<file path="src/rtl/if_fetch_redirect_if.sv">
// Instruction-memory request/response bus used by the fetch unit.
// master = fetch side (drives req/addr), slave = memory side.
interface if_fetch_redirect_if;
  logic        imem_req;
  logic [31:0] imem_addr;
  logic        imem_gnt;
  logic        imem_rvalid;
  logic [31:0] imem_rdata;

  modport master (
    output imem_req,
    output imem_addr,
    input  imem_gnt,
    input  imem_rvalid,
    input  imem_rdata
  );

  modport slave (
    input  imem_req,
    input  imem_addr,
    output imem_gnt,
    output imem_rvalid,
    output imem_rdata
  );
endinterface

</file>
<file path="src/rtl/if_fetch_redirect.sv">
// Fetch unit: owns the PC, fetches one instruction at a time, fills IF/ID and
// redirects on taken branches. Optional feature macro: IF_MISALIGN_TRAP_EN.
//
// state | meaning
// RESET | one cycle after reset release, no request
// REQ   | imem_req high at pc, waiting for gnt
// WAIT  | request granted, waiting for rvalid (drop_q discards it)
// HOLD  | response parked in the one-entry buffer while IF/ID is stalled
module if_fetch_redirect #(
  parameter logic [31:0] RESET_PC = 32'h0000_0000
) (
  input  logic                       clk,
  input  logic                       rst_n,
  input  logic                       c_jump,
  input  logic [31:0]                jump_target,
  input  logic                       stall,
  if_fetch_redirect_if.master        imem,
  output logic                       if_valid,
  output logic [31:0]                if_pc,
  output logic [31:0]                if_instr,
  output logic                       flush
`ifdef IF_MISALIGN_TRAP_EN
  ,
  output logic                       misalign_err
`endif
);

  typedef enum logic [1:0] {
    S_RESET = 2'd0,
    S_REQ   = 2'd1,
    S_WAIT  = 2'd2,
    S_HOLD  = 2'd3
  } state_t;

  state_t      state_q, state_d;
  logic [31:0] pc_q, pc_d;
  logic        drop_q, drop_d;
  logic        buf_valid_q, buf_valid_d;
  logic [31:0] buf_pc_q, buf_pc_d;
  logic [31:0] buf_instr_q, buf_instr_d;
  logic        if_valid_q, if_valid_d;
  logic [31:0] if_pc_q, if_pc_d;
  logic [31:0] if_instr_q, if_instr_d;
  logic        flush_q, flush_d;
  logic        imem_req_q, imem_req_d;

  logic        redirect;
  logic [31:0] target_aligned;
  logic [31:0] pc_inc;

  always_comb begin
    redirect       = c_jump && !stall;
    target_aligned = jump_target & ~32'h0000_0003;
    pc_inc         = pc_q + 32'd4;

    state_d     = state_q;
    pc_d        = pc_q;
    drop_d      = drop_q;
    buf_valid_d = buf_valid_q;
    buf_pc_d    = buf_pc_q;
    buf_instr_d = buf_instr_q;
    if_valid_d  = if_valid_q;
    if_pc_d     = if_pc_q;
    if_instr_d  = if_instr_q;
    flush_d     = redirect;

    case (state_q)
      S_RESET: state_d = S_REQ;
      S_REQ: begin
        // rvalid here can only be a leftover from before reset
        if (imem.imem_gnt) begin
          state_d = S_WAIT;
        end
      end
      S_WAIT: begin
        if (imem.imem_rvalid) begin
          if (drop_q || redirect) begin
            drop_d  = 1'b0;
            state_d = S_REQ;
          end else if (if_valid_q && stall) begin
            buf_valid_d = 1'b1;
            buf_pc_d    = pc_q;
            buf_instr_d = imem.imem_rdata;
            pc_d        = pc_inc;
            state_d     = S_HOLD;
          end else begin
            if_valid_d = 1'b1;
            if_pc_d    = pc_q;
            if_instr_d = imem.imem_rdata;
            pc_d       = pc_inc;
            state_d    = S_REQ;
          end
        end else if (redirect) begin
          drop_d = 1'b1;
        end
      end
      S_HOLD: begin
        if (!stall) begin
          if_valid_d  = buf_valid_q;
          if_pc_d     = buf_pc_q;
          if_instr_d  = buf_instr_q;
          buf_valid_d = 1'b0;
          state_d     = S_REQ;
        end
      end
      default: state_d = S_RESET;
    endcase

    // Redirect overrides any IF/ID load decided above.
    if (redirect) begin
      pc_d        = target_aligned;
      if_valid_d  = 1'b0;
      buf_valid_d = 1'b0;
      if (state_q == S_REQ && imem.imem_gnt) begin
        drop_d = 1'b1;
      end
      if (state_q == S_HOLD) begin
        state_d = S_REQ;
      end
    end

    imem_req_d = (state_d == S_REQ);
  end

  always_ff @(posedge clk or negedge rst_n) begin
    if (!rst_n) begin
      state_q     <= S_RESET;
      pc_q        <= RESET_PC;
      drop_q      <= 1'b0;
      buf_valid_q <= 1'b0;
      buf_pc_q    <= 32'h0;
      buf_instr_q <= 32'h0;
      if_valid_q  <= 1'b0;
      if_pc_q     <= 32'h0;
      if_instr_q  <= 32'h0;
      flush_q     <= 1'b0;
      imem_req_q  <= 1'b0;
    end else begin
      state_q     <= state_d;
      pc_q        <= pc_d;
      drop_q      <= drop_d;
      buf_valid_q <= buf_valid_d;
      buf_pc_q    <= buf_pc_d;
      buf_instr_q <= buf_instr_d;
      if_valid_q  <= if_valid_d;
      if_pc_q     <= if_pc_d;
      if_instr_q  <= if_instr_d;
      flush_q     <= flush_d;
      imem_req_q  <= imem_req_d;
    end
  end

`ifdef IF_MISALIGN_TRAP_EN
  logic misalign_q, misalign_d;

  always_comb begin
    misalign_d = redirect && (jump_target[1:0] != 2'b00);
  end

  always_ff @(posedge clk or negedge rst_n) begin
    if (!rst_n) begin
      misalign_q <= 1'b0;
    end else begin
      misalign_q <= misalign_d;
    end
  end

  assign misalign_err = misalign_q;
`endif

  // imem_addr is pc_q itself, so it only moves on grant completion or redirect.
  assign imem.imem_req  = imem_req_q;
  assign imem.imem_addr = pc_q;
  assign if_valid       = if_valid_q;
  assign if_pc          = if_pc_q;
  assign if_instr       = if_instr_q;
  assign flush          = flush_q;

endmodule
</file>
<file path="src/flat_wrapper.sv">
// flat-port wrapper written by rule: the top's interface ports become plain ports
module if_fetch_redirect_flat 
#(
  parameter logic [31:0] RESET_PC = 32'h0000_0000
)
  (clk, rst_n, c_jump, jump_target, stall, if_valid, if_pc, if_instr, flush, imem_imem_req, imem_imem_addr, imem_imem_gnt, imem_imem_rvalid, imem_imem_rdata);
  if_fetch_redirect_if imem_i ();
  input  logic clk;
  input  logic rst_n;
  input  logic c_jump;
  input  logic [31:0] jump_target;
  input  logic stall;
  output logic if_valid;
  output logic [31:0] if_pc;
  output logic [31:0] if_instr;
  output logic flush;
  output wire logic [$bits(imem_i.imem_req)-1:0] imem_imem_req;
  output wire logic [$bits(imem_i.imem_addr)-1:0] imem_imem_addr;
  input wire logic [$bits(imem_i.imem_gnt)-1:0] imem_imem_gnt;
  input wire logic [$bits(imem_i.imem_rvalid)-1:0] imem_imem_rvalid;
  input wire logic [$bits(imem_i.imem_rdata)-1:0] imem_imem_rdata;
  assign imem_imem_req = imem_i.imem_req;
  assign imem_imem_addr = imem_i.imem_addr;
  assign imem_i.imem_gnt = imem_imem_gnt;
  assign imem_i.imem_rvalid = imem_imem_rvalid;
  assign imem_i.imem_rdata = imem_imem_rdata;
  if_fetch_redirect #(.RESET_PC(RESET_PC)) u_core (.clk(clk), .rst_n(rst_n), .c_jump(c_jump), .jump_target(jump_target), .stall(stall), .imem(imem_i), .if_valid(if_valid), .if_pc(if_pc), .if_instr(if_instr), .flush(flush));
endmodule
</file>
<file path="config.mk">
export PLATFORM = sky130hd
export DESIGN_NAME = if_fetch_redirect_flat
export DESIGN_NICKNAME = d
export VERILOG_FILES = /design/src/rtl/if_fetch_redirect_if.sv /design/src/rtl/if_fetch_redirect.sv /design/src/flat_wrapper.sv
export SDC_FILE = /design/constraint.sdc
export NUM_CORES = 1
export LEC_CHECK = 0
export ABC_AREA = 1
export CORE_MARGIN = 2
export CORE_UTILIZATION = 35
export CTS_BUF_LIST = sky130_fd_sc_hd__clkbuf_2
export CTS_CLUSTER_DIAMETER = 120
export DETAILED_ROUTE_END_ITERATION = 16
export GPL_TIMING_DRIVEN = 0
export PLACE_DENSITY = 0.62
export SLEW_MARGIN = 40
export SYNTH_ARGS = -nofsm -noshare
export SYNTH_HDL_FRONTEND = slang
export SYNTH_SLANG_ARGS = --single-unit
</file>
<file path="constraint.sdc">
create_clock -name clk -period 4.4 [get_ports clk]
set_input_delay 1.32 -clock clk [delete_from_list [all_inputs] [get_ports clk]]
set_output_delay 1.32 -clock clk [all_outputs]
set_load 0.01 [all_outputs]
</file>
### Word level (Yosys, flattened, before mapping)

Index checks and enable logic that the tools add are counted.

| word-level totals | value |
|---|---|
| logic and storage cells | 82 |
| bits in registers | 167 |

| operators by class | value |
|---|---|
| bitwise operators | 1 |
| reductions and logical operators | 15 |
| muxes and demuxes | 40 |
| add/subtract/negate cells | 1 |
| equality and inequality tests | 14 |

Operators with widths:

| operator | count |
|---|---|
| 32-bit two-way mux | 12 |
| 32-bit one-hot mux with 2 select lines | 2 |
| 32-bit by 3-bit adder with 32-bit output, second input constant | 1 |
| 1-bit two-way mux | 16 |
| 5-bit AND reduction | 3 |
| 2-bit two-way mux | 7 |
| 3-bit by 2-bit inequality test with 1-bit output, second input constant | 4 |
| 2-bit inequality test, second input constant | 4 |
| 2-bit one-hot mux with 4 select lines | 1 |
| 2-bit nonzero test | 3 |
| 2-bit by 1-bit equality test with 1-bit output, second input constant | 2 |
| 2-bit equality test, second input constant | 2 |
| 1-bit one-hot mux with 2 select lines | 2 |
| 4-bit AND reduction | 1 |
| 1-bit logical AND | 3 |
| 3-bit by 1-bit inequality test with 1-bit output, second input constant | 1 |
| 3-bit AND reduction | 1 |
| 3-bit nonzero test | 1 |
| 2-bit zero test | 1 |
| 2-bit by 1-bit inequality test with 1-bit output, second input constant | 1 |
| 1-bit zero test | 1 |
| 1-bit logical OR | 1 |
| 1-bit inverter | 1 |

### Logic depth before layout (Yosys ltp)

Gate-level depths: netlist of the first run.

| depth | value |
|---|---|
| depth in word-level cells | 9 |
| mapped depth | 10 |

### Least setup slack after synthesis of the first run

OpenSTA, ideal clock, no wires.

| timing | value |
|---|---|
| path type | input to register |
| from | in stall |
| to | reg u_core.if_instr_q[0], in the netlist u_core.if_instr[0] |
| required time | 4276 ps |
| arrival | 2185 ps |
| buffers on the path | 2 |
| cell stages on the path | 9 |
| slack | 2091 ps |
| setup time | 124 ps |
| cell sequence | inv_2 nand2_1 nand2_1 nand2_1 nand3_2 nor2_4 buf_6 buf_8 a21oi_2 |

| between the ends | value |
|---|---|
| word-level cells in the longest chain between the ends | 5 |

Ends and longest elaborated chain:

| element | RTL line | source |
|---|---|---|
| start: declaration | flat_wrapper.sv:12 | `input logic stall;` |
| 1-bit zero test | -- |  |
| 1-bit logical AND | if_fetch_redirect.sv:52 | `redirect = c_jump && !stall;` |
| 1-bit logical OR | if_fetch_redirect.sv:77 | `if (drop_q \|\| redirect) begin` |
| 2-bit inequality test (no line) | -- |  |
| 5-bit AND reduction (no line) * | -- |  |
| end signal: assignment | if_fetch_redirect.sv:147 | `if_instr_q <= if_instr_d;` |
| end: declaration | if_fetch_redirect.sv:43 | `logic [31:0] if_instr_q, if_instr_d;` |

Mark *: on every way between the ends. The rest lies on a longest branch, timed or not.
A chain may end at the register's enable or synchronous reset.

### Worst setup path in the final report of the first run

| timing | value |
|---|---|
| from | reg u_core.pc_q[2], in the netlist u_core.imem.imem_addr[2] |
| to | out imem_imem_addr[2] |

RTL lines:

| element | RTL line | source |
|---|---|---|
| start: declaration | if_fetch_redirect.sv:36 | `logic [31:0] pc_q, pc_d;` |
| start signal: assignment | if_fetch_redirect.sv:140 | `pc_q <= pc_d;` |
| end: declaration | flat_wrapper.sv:18 | `output wire logic [$bits(imem_i.imem_addr)-1:0] imem_imem_addr;` |

No word-level cell between the ends.

==> out/qor.yml, run 1 <==
ys_seq_area_share_pct: 50.2
report.final.slew_viol_count: 0
cts_tree: "done"
layout_commonest_cell: "nand2_1"
rsz0062_at_grt: "false"
routed.top_layer: "met4"
drv_cap: 0
synthTopCellsByArea: "dfrtp_1 50%, nand2_1 12%, nor2_1 7.9%"
setup_violations: 0
io_pins: 169
synth_area_um2: 8030
worstSetupPathType: "flop to primary output"
min_path_type: "input port to async pin"
grtUsageTotal_pct: 19.9
most-common-layout-cells: "266 x nand2_1, 168 x nor2_1, 161 x clkdlybuf4s50_1, 161 x dfrtp_1, 117 x o21ai_0"
yosysTopAreaCell: "dfrtp_1"
cellPowerDensity_nw_per_um2: 664
rr_worst_depth: 10
numCtsBuffers: 17
cts_resized: 0
antenna_found_initial: 1
ys_warn_count: 0
drive_above_1_share_pct: 11.1
ant_nets: 0
design.core.area_um2: 22600
crit_family: "buffers and inverters"
fin_util_pct: 45.7
critPathMaxStageDelay_ns: 0.61
cp_data_arrival_time_ns: 1.95
wl_met3_um: 1580
max-slew-margin-rel_pct: 40.2
globalRouteOverflowTotal: 0
clock-sinks: 161
cp-end-kind: "primary output"
stdcell_count: 1506
drt-total-wl_um: 23600
cp.required_ns: 3.08
fin_nets: 1278
vdd_drop_max_v: 0.000234
grt_max_degree: 64
num_vias: 7275
cp_max_fo: 7
clock_latency_ns: 0.75
routed-wl-met2_um: 10300
die_y_um: 155
wl_met1_um: 11400
port_buffers: 162
tightest_slew_ns: 0.889
cts_buffer_depth: 2
synth_seq_cells: 161
cp_slowest_cell: "clkdlybuf4s50_1"
placedCellCount: 1473
leakage_nw: 4.64
die-area_um2: 24200
finalCriticalPeriod_ns: 3.27
critPathLaunchType: "flop"
clk_pin_slew_ns: 0.28
dp_hpwl_um: 17500
crit_chain: "clkdlybuf4s50_1"
grt_first_pass_wirelength_um: 37500
reg2reg_slack_ns: 2.08
gp_congestion: 0.981
worst-path-buf-inv: 1
initial_utilization_pct: 35.6
via_per_inst: 4.83
drc_errors: 0
synthDistinctLibCells: 30
syn_area_per_cell_um2: 7.86
cts_max_level: 4
row_count: 55
postSynthCellCount: 1021
hold_buffers: 0
status: "completed"
drt_iter0_markers: 471
post-cts-setup-buffers: 0
die_w_um: 155
hold_viol_final: 0
cts_root_buf: "clkbuf_2"
fin_crit_sh_pct: 74.3
timing.rr.start: "u_core.imem.imem_addr[2]"
grt_pass1_vias: 7000
fmax_mhz: 306
synth.top_cell.area_share_pct: 50.2
areaGrowthSynthToFinish_pct: 28.6
finalClockSkew_ns: 0.0352
first_pass_iters: 4
r2r_end: "u_core.imem.imem_addr[30]"
wl_per_cell_um: 15.7
nFillCells: 2274
[kinds of logic after synthesis]
family | after synthesis | synth area share, %
buffers and inverters | 140 | 8.09
other | 1 | 0.0467
adders and majority gates | 1 | 0.156
DFF | 161 | 50.2
AOI/OAI and AO/OA | 228 | 17.3
and+or+nand+nor | 490 | 24.2
[worst max-delay path by stage]
stage | startpoint | to | slack [ns] | depth (start not counted)
detailed placement | stall | u_core.buf_instr_q[1] | 1.11 | 8
CTS | u_core.imem.imem_addr[2] | imem_imem_addr[2] | 1.06 | 1
global route | u_core.imem.imem_addr[2] | imem_imem_addr[2] | 1.02 | 1
global placement | rst_n | u_core.imem.imem_addr[28] | -4.74 | 1
finish | u_core.imem.imem_addr[2] | imem_imem_addr[2] | 1.13 | 1
floorplan | stall | u_core.if_instr[0] | 2.09 | 9
[worst reg2reg max path, stage by stage, from the launching register on]
cell and delay, ns:
dfrtp_1 0.60, ha_1 0.39, nand2_1 0.13, nor2_1 0.35
inv_1 0.16, nor2_1 0.28, nand2_1 0.09, nand2_1 0.06
nand3_1 0.06, nand2_1 0.08, nand2_1 0.04
[through the flow]
| stage | hold slack (ns) | cell area, µm² | setup TNS (ns) | setup WS, ns | total power (W) |
|---|---|---|---|---|---|
| after floorplan | 0.448 | 8040 | 0 | 2.09 | 0.00455 |
| after global placement | 0.461 | 10000 | -760.68 | -4.74 | 0.00599 |
| after detailed placement | 0.468 | 10100 | 0 | 1.11 | 0.00605 |
| after CTS | 0.394 | 10300 | 0 | 1.06 | 0.00692 |
| after global routing | 0.368 | 10300 | 0 | 1.02 | 0.00740 |
| final | 0.417 | 10300 | 0 | 1.13 | 0.00685 |
[power by group]
part           switching, W  total (W)  leakage [nW]  internal (W)
Combinational       0.00192    0.00344          2.59       0.00152
Clock              0.000591   0.000867         0.140      0.000276
Sequential         0.000430    0.00255          1.91       0.00212
Total               0.00294    0.00685          4.64       0.00391
[area by class of cell]
| class | count | area, µm² | share of cell area [%] |
|---|---|---|---|
| Tap cell | 285 | 357 | 3.45 |
| Inverter | 87 | 327 | 3.16 |
| Sequential cell | 161 | 4030 | 39.0 |
| Clock inverter | 15 | 169 | 1.64 |
| Timing Repair Buffer | 164 | 1670 | 16.2 |
| Multi-Input combinational cell | 723 | 3360 | 32.5 |
| Buffer | 53 | 323 | 3.13 |
| Antenna cell | 1 | 2.50 | 0.0242 |
| Clock buffer | 17 | 85.1 | 0.824 |
[synthesized netlist by cell type, drive strengths merged]
master    n
nand2   270
nor2    172
dfrtp   161
o21ai   128
a21oi    89
inv      86
nand3    41
buf      30
clkbuf   23
nor3      4
o211ai    4
nand4     3
o22ai     3
a31oi     2
a32oi     1
clkinv    1
conb      1
ha        1
o221ai    1
[layer usage]
layer / GRT usage (%) / up-vias
met2: 29.9 / 272
met5: 0 / -
met4: 5.55 / 0
li1: - / 3629
met1: 28.9 / 3353
met3: 4.43 / 21
[state kept, by name, summed over array words and instances, names as in the netlist]
register,cells
u_core.buf_instr_q,32
u_core.if_instr,32
u_core.buf_pc_q,30
u_core.if_pc,30
u_core.imem.imem_addr,30
u_core.state_q,2
u_core.buf_valid_q,1
u_core.drop_q,1
u_core.flush,1
u_core.if_valid,1
u_core.imem.imem_req,1
Note: power is estimated with default switching activity, not from simulation.
==> run 2, diff against run 1 <==
==> constraint.sdc (replaced) <==
create_clock -name clk -period 3.2 [get_ports clk]
set_input_delay 0.96 -clock clk [delete_from_list [all_inputs] [get_ports clk]]
set_output_delay 0.96 -clock clk [all_outputs]
set_load 0.01 [all_outputs]
==> results of run 2 <==
Same layout as run 1 (identical final DEF). Status: completed.
Among the figures that moved: setup slack after placement 1.11 ns -> 0.275 ns; setup slack after layout 1.13 ns -> 0.290 ns; hold slack 0.417 ns -> 0.0571 ns; register-to-register setup slack 2.08 ns -> 0.88 ns; total power 0.00685 W -> 0.00942 W; worst IR drop on VDD 0.000234 V -> 0.000322 V
==> run 3, diff against run 2 <==
--- a/config.mk
+++ b/config.mk
@@ -6,13 +6,14 @@
 export NUM_CORES = 1
 export LEC_CHECK = 0
 export ABC_AREA = 1
+export ABC_CLOCK_PERIOD_IN_PS = 2500
 export CORE_MARGIN = 2
 export CORE_UTILIZATION = 35
 export CTS_BUF_LIST = sky130_fd_sc_hd__clkbuf_2
 export CTS_CLUSTER_DIAMETER = 120
 export DETAILED_ROUTE_END_ITERATION = 16
 export GPL_TIMING_DRIVEN = 0
-export PLACE_DENSITY = 0.62
+export PLACE_DENSITY = 0.65
 export SLEW_MARGIN = 40
 export SYNTH_ARGS = -nofsm -noshare
 export SYNTH_HDL_FRONTEND = slang
==> constraint.sdc (replaced) <==
create_clock -name clk -period 2.5 [get_ports clk]
set_input_delay 0.75 -clock clk [delete_from_list [all_inputs] [get_ports clk]]
set_output_delay 0.75 -clock clk [all_outputs]
set_load 0.01 [all_outputs]
==> out/qor.yml, run 3 (synthesis gave the netlist of run 1 again) <==
wl_per_cell_um: 15.4
crit_chain: "clkdlybuf4s50_1"
power_w: 0.0121
die-area_um2: 24200
cp-end-kind: "primary output"
fin_crit_sh_pct: 95.0
critPathMaxStageDelay_ns: 0.53
layout_commonest_cell: "nand2_1"
rsz0062_at_grt: "false"
grt_first_pass_wirelength_um: 37900
initial_utilization_pct: 35.6
cts_tree: "done"
power_frac_clock_pct: 12.1
via_per_inst: 4.84
r2r_end: "u_core.imem.imem_addr[30]"
cp.required_ns: 1.75
die_w_um: 155
status: "completed"
vdd_drop_max_v: 0.000327
timing.rr.start: "u_core.imem.imem_addr[2]"
cellPowerDensity_nw_per_um2: 1130
drv_cap: 0
drt_iter0_markers: 488
drt-total-wl_um: 24000
fin_hold_ws_ns: 0.346
grt_max_degree: 74
io_pins: 169
numCtsBuffers: 17
p_sw_share_pct: 43.0
gr-max-usage-layer: "met2"
most-common-layout-cells: "266 x nand2_1, 168 x nor2_1, 144 x dfrtp_1"
power.switching_w: 0.00520
cts_max_level: 4
seq_area_um2: 4050
design.core.area_um2: 22600
met1_usage_pct: 28.9
min_path_type: "input port to async pin"
critPathLaunchType: "flop"
dp_hpwl_um: 17600
clk_pin_slew_ns: 0.25
power.internal_w: 0.00691
row_count: 55
port_buffers: 162
cts_buffer_depth: 2
multi_input_area_um2: 3370
drive_above_1_share_pct: 16.0
grt_pass1_vias: 7239
crit_family: "buffers and inverters"
power_frac_seq_pct: 35.7
grtUsageTotal_pct: 20.1
finalCriticalPeriod_ns: 2.38
tightest_slew_ns: 0.612
worst-path-buf-inv: 1
cp_max_fo: 2
fmax_mhz: 421
hold_viol_final: 0
first_pass_iters: 5
num_vias: 7544
die_y_um: 155
cp_slowest_cell: "clkdlybuf4s50_1"
rr_worst_depth: 11
ant_nets: 0
worstSetupPathType: "flop to primary output"
max-slew-margin-rel_pct: 59.2
leakage_nw: 5.13
cts_root_buf: "clkbuf_2"
met3_usage_pct: 3.79
clock-sinks: 161
finalClockSkew_ns: 0.0307
use_met2_pct: 30.9
setup_violations: 0
nFillCells: 2287
globalRouteOverflowTotal: 0
clock_latency_ns: 0.74
antenna_found_initial: 1
cp_data_arrival_time_ns: 1.63
fin_nets: 1330
gp_congestion: 0.951
power_frac_comb_pct: 52.2
areaGrowthSynthToFinish_pct: 33.7
report.final.slew_viol_count: 0
reg2reg_slack_ns: 0.32
drc_errors: 0
run 3: final cells by class:
class,instances,area share [%]
Tap cell,285,3.32
Inverter,87,3.04
Multi-Input combinational cell,723,31.4
Sequential cell,161,37.7
Clock buffer,17,0.793
Timing Repair Buffer,216,19.2
Clock inverter,15,1.49
Buffer,53,3.01
Antenna cell,2,0.0466
run 3: worst max-delay path by stage:
stage               slack (ns)                   endpoint  cells past startpoint                 startpoint
finish                    0.12               if_instr[10]                      1        u_core.if_instr[10]
global route             0.001               if_instr[10]                      1        u_core.if_instr[10]
CTS                      0.001         imem_imem_addr[27]                      1  u_core.imem.imem_addr[27]
detailed placement       -0.15      u_core.buf_instr_q[3]                      8                      stall
global placement         -6.05  u_core.imem.imem_addr[26]                      1                      rst_n
floorplan                 0.76         u_core.if_instr[0]                      9                      stall
run 3: power by group through the flow:
| stage | Combinational [W] | Clock (W) | Sequential, W |
|---|---|---|---|
| floorplan | 0.00332 | 0 | 0.00469 |
| global placement | 0.00600 | 0 | 0.00453 |
| detailed placement | 0.00610 | 0 | 0.00455 |
| CTS | 0.00628 | 0.00153 | 0.00433 |
| global route | 0.00701 | 0.00163 | 0.00445 |
| finish | 0.00633 | 0.00147 | 0.00432 |
run 3: per-layer routing:
layer  wire length (µm)  vias up
li1                   -     3745
met1              11500     3502
met2              10600      269
met3               1540       28
met4                414        0
met5                  0        -
run 3: what timing repair did:
| action | CTS | global route |
|---|---|---|
| pin swaps | 0 | 0 |
| endpoints found under the setup margin | 73 | 24 |
| resized for setup | 87 | 24 |
| gates cloned | 0 | 0 |
| buffers inserted | 37 | 13 |
| hold buffers | 1 | 0 |
| endpoints found under the hold margin | 78 | 0 |
run 3: per-stage QoR:
step | TNS [ns] | worst slack (ns) | std cells | utilization (%) | area, µm²
finish | 0 | 0.124 | 1559 | 47.5 | 10700
global route | 0 | 0.00147 | 1559 | 47.5 | 10700
CTS | 0 | 0.000993 | 1544 | 46.8 | 10600
floorplan | 0 | 0.761 | 1024 | - | 8040
detailed placement | -11.05 | -0.154 | 1474 | 44.7 | 10100
global placement | -983.74 | -6.05 | 1471 | 44.4 | 10000
